===== src/rtl/imm_pkg.sv =====
`default_nettype none
// =============================================================================
//  Module   : imm_pkg
//  Purpose  : Shared types and decode helper for the RV32I immediate queue.
//             Provides the immediate-format enum, base opcode constants and
//             imm_decode(), which maps a raw instruction word to
//             {fmt, illegal, imm32}.
//  Contents : fmt_t, dec_t, OP_* opcode localparams, imm_decode()
//  Revision : 1.0  initial release
// =============================================================================
package imm_pkg;

   typedef enum logic [2:0] {
      FMT_NONE = 3'd0,
      FMT_I    = 3'd1,
      FMT_S    = 3'd2,
      FMT_B    = 3'd3,
      FMT_U    = 3'd4,
      FMT_J    = 3'd5,
      FMT_R    = 3'd6
   } fmt_t;

   // Packed so that the bit layout is {fmt, illegal, imm32}.
   typedef struct packed {
      fmt_t        fmt;
      logic        illegal;
      logic [31:0] imm;
   } dec_t;

   localparam logic [6:0] OP_LOAD   = 7'h03;
   localparam logic [6:0] OP_IMM    = 7'h13;
   localparam logic [6:0] OP_AUIPC  = 7'h17;
   localparam logic [6:0] OP_STORE  = 7'h23;
   localparam logic [6:0] OP_REG    = 7'h33;
   localparam logic [6:0] OP_LUI    = 7'h37;
   localparam logic [6:0] OP_BRANCH = 7'h63;
   localparam logic [6:0] OP_JALR   = 7'h67;
   localparam logic [6:0] OP_SYSTEM = 7'h73;
   localparam logic [6:0] OP_JAL    = 7'h6F;

   // Every format places the sign at instr[31], so imm[31] always equals the
   // instruction sign bit for formats that carry an immediate.
   function automatic dec_t imm_decode(input logic [31:0] instr);
      dec_t d;
      d.fmt     = FMT_NONE;
      d.illegal = 1'b0;
      d.imm     = 32'h0;
      case (instr[6:0])
         OP_LOAD, OP_IMM, OP_JALR, OP_SYSTEM: begin
            d.fmt = FMT_I;
            d.imm = {{20{instr[31]}}, instr[31:20]};
         end
         OP_STORE: begin
            d.fmt = FMT_S;
            d.imm = {{20{instr[31]}}, instr[31:25], instr[11:7]};
         end
         OP_BRANCH: begin
            d.fmt = FMT_B;
            d.imm = {{19{instr[31]}}, instr[31], instr[7], instr[30:25],
                     instr[11:8], 1'b0};
         end
         OP_LUI, OP_AUIPC: begin
            d.fmt = FMT_U;
            d.imm = {instr[31:12], 12'h000};
         end
         OP_JAL: begin
            d.fmt = FMT_J;
            d.imm = {{11{instr[31]}}, instr[31], instr[19:12], instr[20],
                     instr[30:21], 1'b0};
         end
         OP_REG: begin
            d.fmt = FMT_R;
         end
         default: begin
            d.illegal = 1'b1;
         end
      endcase
      return d;
   endfunction

endpackage
`default_nettype wire


===== src/rtl/imm_fifo.sv =====
`default_nettype none
// =============================================================================
//  Module   : imm_fifo
//  Purpose  : Generic synchronous valid/ready FIFO with synchronous flush.
//             Ready/valid are functions of registered state only, so a full
//             FIFO refuses a push even when it is popped in the same cycle.
//             While empty, o_rd_data holds the last head that was presented.
//  Ports    : clk, rst_n (async, active-low), i_flush,
//             i_wr_valid / o_wr_ready / i_wr_data   (write side)
//             o_rd_valid / i_rd_ready / o_rd_data   (read side)
//  Revision : 1.0  initial release
// =============================================================================
module imm_fifo #(
   parameter int W     = 8,
   parameter int DEPTH = 4
) (
   input  logic         clk,
   input  logic         rst_n,
   input  logic         i_flush,
   input  logic         i_wr_valid,
   output logic         o_wr_ready,
   input  logic [W-1:0] i_wr_data,
   output logic         o_rd_valid,
   input  logic         i_rd_ready,
   output logic [W-1:0] o_rd_data
);
   localparam int AW = $clog2(DEPTH);
   localparam int CW = AW + 1;

   logic [AW-1:0] r_wr_ptr;
   logic [AW-1:0] r_rd_ptr;
   logic [CW-1:0] r_count;
   logic [W-1:0]  r_mem [DEPTH];
   logic [W-1:0]  r_last;

   logic w_full;
   logic w_empty;
   logic w_push;
   logic w_pop;

   assign w_full     = (r_count == CW'(DEPTH));
   assign w_empty    = (r_count == '0);
   assign w_push     = i_wr_valid && !w_full;
   assign w_pop      = i_rd_ready && !w_empty;
   assign o_wr_ready = !w_full;
   assign o_rd_valid = !w_empty;
   // Empty queue shows the last presented head (zero after reset).
   assign o_rd_data  = w_empty ? r_last : r_mem[r_rd_ptr];

   always_ff @(posedge clk or negedge rst_n) begin
      if (!rst_n) begin
         r_wr_ptr <= '0;
         r_rd_ptr <= '0;
         r_count  <= '0;
         r_last   <= '0;
      end else begin
         if (!w_empty) begin
            r_last <= r_mem[r_rd_ptr];
         end
         if (i_flush) begin
            r_wr_ptr <= '0;
            r_rd_ptr <= '0;
            r_count  <= '0;
         end else begin
            // DEPTH is a power of two, so pointer increment wraps naturally.
            if (w_push) r_wr_ptr <= r_wr_ptr + 1'b1;
            if (w_pop)  r_rd_ptr <= r_rd_ptr + 1'b1;
            case ({w_push, w_pop})
               2'b10:   r_count <= r_count + 1'b1;
               2'b01:   r_count <= r_count - 1'b1;
               default: r_count <= r_count;
            endcase
         end
      end
   end

   // Storage needs no reset: it is only observed while the FIFO is non-empty.
   always_ff @(posedge clk) begin
      if (w_push && !i_flush) begin
         r_mem[r_wr_ptr] <= i_wr_data;
      end
   end

endmodule
`default_nettype wire


===== src/rtl/imm_decode_q.sv =====
`default_nettype none
// =============================================================================
//  Module   : imm_decode_q
//  Purpose  : RV32I immediate decoder (I/S/B/U/J, R as zero-imm, illegal flag)
//             buffered through a DEPTH-entry valid/ready queue. Decode is done
//             on the input word and stored at push; one cycle latency.
//  Ports    : sysclk, rst_n (async, active-low), flush,
//             in_valid / in_ready / in_instr[31:0],
//             out_valid / out_ready / out_imm[XLEN-1:0] / out_fmt /
//             out_illegal / out_instr[31:0]
//             illegal_cnt[15:0] only when IMM_ILLEGAL_CNT_EN is defined
//  Config   : IMM_ILLEGAL_CNT_EN - adds saturating count of illegal pushes
//  Revision : 1.0  initial release
// =============================================================================
module imm_decode_q
   import imm_pkg::*;
#(
   parameter int XLEN  = 32,
   parameter int DEPTH = 4
) (
   input  logic            sysclk,
   input  logic            rst_n,
   input  logic            flush,
   input  logic            in_valid,
   output logic            in_ready,
   input  logic [31:0]     in_instr,
   output logic            out_valid,
   input  logic            out_ready,
   output logic [XLEN-1:0] out_imm,
   output fmt_t            out_fmt,
   output logic            out_illegal,
   output logic [31:0]     out_instr
`ifdef IMM_ILLEGAL_CNT_EN
   ,
   output logic [15:0]     illegal_cnt
`endif
);
   localparam int DW = $bits(dec_t);
   localparam int W  = 32 + DW;

   dec_t         w_dec;
   dec_t         w_head;
   logic [W-1:0] w_rd_data;
   logic         w_push;

   assign w_dec  = imm_decode(in_instr);
   assign w_push = in_valid && in_ready && !flush;

   imm_fifo #(
      .W     (W),
      .DEPTH (DEPTH)
   ) u_fifo (
      .clk        (sysclk),
      .rst_n      (rst_n),
      .i_flush    (flush),
      .i_wr_valid (in_valid),
      .o_wr_ready (in_ready),
      .i_wr_data  ({in_instr, w_dec}),
      .o_rd_valid (out_valid),
      .i_rd_ready (out_ready),
      .o_rd_data  (w_rd_data)
   );

   assign w_head      = w_rd_data[DW-1:0];
   assign out_instr   = w_rd_data[W-1:DW];
   assign out_fmt     = w_head.fmt;
   assign out_illegal = w_head.illegal;

   // imm[31] already equals instr[31] (or 0 for zero-imm formats).
   generate
      if (XLEN > 32) begin : g_sext
         assign out_imm = {{(XLEN-32){w_head.imm[31]}}, w_head.imm};
      end else begin : g_nosext
         assign out_imm = w_head.imm;
      end
   endgenerate

`ifdef IMM_ILLEGAL_CNT_EN
   logic [15:0] r_illegal_cnt;

   // Counts accepted pushes only; flush does not clear it.
   always_ff @(posedge sysclk or negedge rst_n) begin
      if (!rst_n) begin
         r_illegal_cnt <= 16'h0;
      end else if (w_push && w_dec.illegal && (r_illegal_cnt != 16'hFFFF)) begin
         r_illegal_cnt <= r_illegal_cnt + 16'd1;
      end
   end

   assign illegal_cnt = r_illegal_cnt;
`endif

endmodule
`default_nettype wire


===== config.mk =====
export PLATFORM = sky130hd
export DESIGN_NAME = imm_decode_q
export DESIGN_NICKNAME = d
export VERILOG_FILES = /design/src/rtl/imm_pkg.sv /design/src/rtl/imm_fifo.sv /design/src/rtl/imm_decode_q.sv
export SDC_FILE = /design/constraint.sdc
export NUM_CORES = 1
export LEC_CHECK = 0
export BUFFER_PORTS_ARGS = -buffer_cell sky130_fd_sc_hd__buf_2
export CORE_MARGIN = 2
export CORE_UTILIZATION = 59
export DETAILED_ROUTE_END_ITERATION = 8
export PLACE_DENSITY_LB_ADDON = 0.08
export SYNTH_ARGS = -nofsm -noshare
export SYNTH_HDL_FRONTEND = slang
export SYNTH_SLANG_ARGS = --single-unit
export TNS_END_PERCENT = 5

===== constraint.sdc =====
create_clock -name sysclk -period 3.6 [get_ports sysclk]
set_input_delay 0.72 -clock sysclk [delete_from_list [all_inputs] [get_ports sysclk]]
set_output_delay 0.72 -clock sysclk [all_outputs]
set_load 0.01 [all_outputs]

==> impl_metrics.tcl <==
set metrics [dict create \
    status "complete, no violations" \
    max-cap-violations 0 \
    hold_class "input port to asynchronous set/reset pin" \
    final_hold_viol_count 0 \
    rsz0062_at_grt "false" \
    tns_ns 0 \
    final_max_slew_viol_count 0 \
    crit_arrival_ns 2.59 \
    gr-usage-all-layers_pct 22.0 \
    p_clk_share_pct 30.9 \
    die_w_um 154 \
    fin_skew_ns 0.0143 \
    synthCells 636 \
    nets 810 \
    critPathCaptureType "output pin" \
    ctsHoldBuffers 0 \
    cts_buffers 36 \
    hold_slack_ns 0.250 \
    viasPerCell 6.08 \
    critPathRequiredTime_ns 2.88 \
    row_count 55 \
    port_buffers 106 \
    sw_frac_of_total_pct 27.4 \
    clk_latency_ns 0.51 \
    p_per_area_mw_per_mm2 792 \
    grt_pass1_wl_um 39200 \
    syn_area_mm2 0.0134 \
    p_int_mw 8.93 \
    finalWirelength_um 25700 \
    yosys_warnings 0 \
    cts_tree "yes" \
    n_fill_cell 1386 \
    clock_sinks 347 \
    syn_nets 678 \
    fin_crit_ns 3.31 \
    synth_ff_type "edfxtp_1" \
    synth_seq_cells 347 \
    ir_drop_mv 0.447 \
    core_mm2 0.0224 \
    synthDistinctLibCells 50 \
    grt_max_degree 44 \
    critPathLaunchType "flip-flop" \
    root_buffer "clkbuf_16" \
    worstMarginPinSlew_ns 1.06 \
    setup_viol 0 \
    start_util_pct 59.5 \
    synth-edff-count 272 \
    syn_area_per_cell_um2 21.0 \
    pwr-share-seq_pct 41.8 \
    cpPeakStageDelay_ns 0.75 \
    cts_resized 0 \
    max_freq_mhz 302 \
    overflow 0 \
    cts_buffer_depth 3 \
    drc 0 \
    vias 6571 \
    path_class "flip-flop to output pin" \
    crit_path_top_delay_cell "dfrtp_4" \
    area_growth_syn_to_layout_pct 16.3 \
    setup_ws_ns 0.290 \
    drtAntennaViolNets 0 \
    place_congestion 0.743 \
    pwr-share-comb_pct 27.3 \
    synthArstFlopShare_pct 21.6 \
    drt_iter0_markers 556 \
    crit_family "multiplexers" \
    drive_above_1_share_pct 41.2 \
    post-place-ws_ns 0.764 \
    drt_pass1_iterations 5 \
    relSlewSlack_pct 27.4 \
    leakagePower_nw 5.70 \
    ios 107 \
    path_clk_slew_ns 0.06 \
    crit_fanout 24 \
    cts-htree-levels 2 \
    die-height_um 154 \
    min_period_over_period_pct 91.9 \
    final_util_pct 69.2 \
    grt_pass1_vias 6742 \
    antenna_found_initial 4 \
    wl_per_cell_um 23.7 \
    power.switching_mw 3.36 \
    p_total_mw 12.3 \
    place_hpwl_um 15500 \
    cts_setup_buffers 0 \
    dieArea_mm2 0.0239 \
    path_buf_inv 2 \
    path_cells "buf_4 -> mux4_2 -> mux2_1 -> buf_2" \
    ys_seq_area_share_pct 75.2 \
]
-- placed cells by master, fill, tap and decap left out, drive strengths merged, types with 7 or more instances in the layout --
cell      n
edfxtp  272
buf     126
dfrtp    75
mux2     69
mux4     68
clkbuf   49
a21o     21
nor2     15
and2     11
nand2    10
a21oi     7
-- power by group through the flow --
stage	clock network, mW	registers (mW)	logic (mW)
global placement	0	5.20	3.34
global route	4.01	5.20	3.62
finish	3.79	5.14	3.36
detailed placement	0	5.23	3.39
CTS	3.87	5.15	3.41
floorplan	0	5.09	2.35
-- layout make-up --
type	count	area, µm²	area share (%)
Sequential cell	347	10000	64.7
Multi-Input combinational cell	254	3130	20.2
Clock buffer	49	1020	6.58
Timing Repair Buffer	126	746	4.80
Tap cell	285	357	2.30
Clock inverter	14	206	1.33
Inverter	3	11.3	0.0725
Antenna cell	3	7.51	0.0483
-- per-layer routing --
metal / wire length (µm) / GRT usage (%)
met2: 12600 / 36.0
met3: 1710 / 4.31
met5: 13 / 0
met1: 10900 / 31.3
met4: 482 / 5.64
-- worst reg2reg max path, delay by kind of cell (launching register included) --
| family | cells | cell delay (ns) |
|---|---|---|
| compound gates | 3 | 0.37 |
| fa+ha+maj | 1 | 0.43 |
| flops | 1 | 0.45 |
| simple gates | 3 | 1.38 |
-- path summary, 6_finish.rpt --
check / startpoint / slack (ns) / to / depth (start not counted)
worst max-delay path: u_fifo.r_rd_ptr[0]$_DFFE_PN0P_ / 0.29 / out_imm[6] / 4
worst min-delay path: rst_n / 0.25 / u_fifo.r_last[45]$_DFF_PN0_ / 1
worst max register to register: u_fifo.r_count[0]$_DFFE_PN0P_ / 0.89 / u_fifo.r_count[2]$_DFFE_PN0P_ / 7
worst min register to register: u_fifo.r_last[3]$_DFF_PN0_ / 0.49 / u_fifo.r_last[3]$_DFF_PN0_ / 1
max in group asynchronous: rst_n / 2.62 / u_fifo.r_last[5]$_DFF_PN0_ / 2
min in group sysclk: in_instr[10] / 0.44 / u_fifo.r_mem[0][46]$_DFFE_PP_ / 1
-- cell usage after synthesis, drive strengths merged (3+ instances only) --
library cell / count / area share [%]
nand3: 5 / 0.19
a21oi: 7 / 0.29
mux2: 69 / 5.8
edfxtp: 272 / 61
a21o: 21 / 1.2
ha: 4 / 0.37
nor2: 15 / 0.44
nand2: 10 / 0.36
buf: 24 / 1.1
mux4: 68 / 11
inv: 3 / 0.084
clkbuf: 8 / 0.22
a22o: 5 / 0.33
and2: 11 / 0.52
nand2b: 3 / 0.14
o21ai: 3 / 0.11
nor2b: 3 / 0.14
dfrtp: 75 / 14
xor2: 3 / 0.20
-- registers in the layout, summed over array words and instances, names as in the netlist --
register         cells
u_fifo.r_mem       272
u_fifo.r_rd_ptr      2
u_fifo.r_last       68
u_fifo.r_count       3
u_fifo.r_wr_ptr      2
-- metrics by stage --
step | area, µm² | cells
floorplan | 13400 | 636
global placement | 14300 | 1015
detailed placement | 14300 | 1015
CTS | 15500 | 1078
global route | 15500 | 1079
finish | 15500 | 1081
-- cells by family (layout without fill, tap and decap cells) --
logic type | after synthesis | in the layout | share of synthesized area [%]
flip-flops | 347 | 347 | 75.2
XOR/XNOR | 5 | 5 | 0.328
other | 0 | 3 | 0
adder cells (fa/ha/maj) | 5 | 5 | 0.525
buffers and inverters | 35 | 192 | 1.45
AO/OA/AOI/OAI | 48 | 48 | 2.72
multiplexers | 138 | 138 | 17.4
AND/OR/NAND/NOR | 58 | 58 | 2.36
No activity file was read; power rests on OpenSTA's default activity.
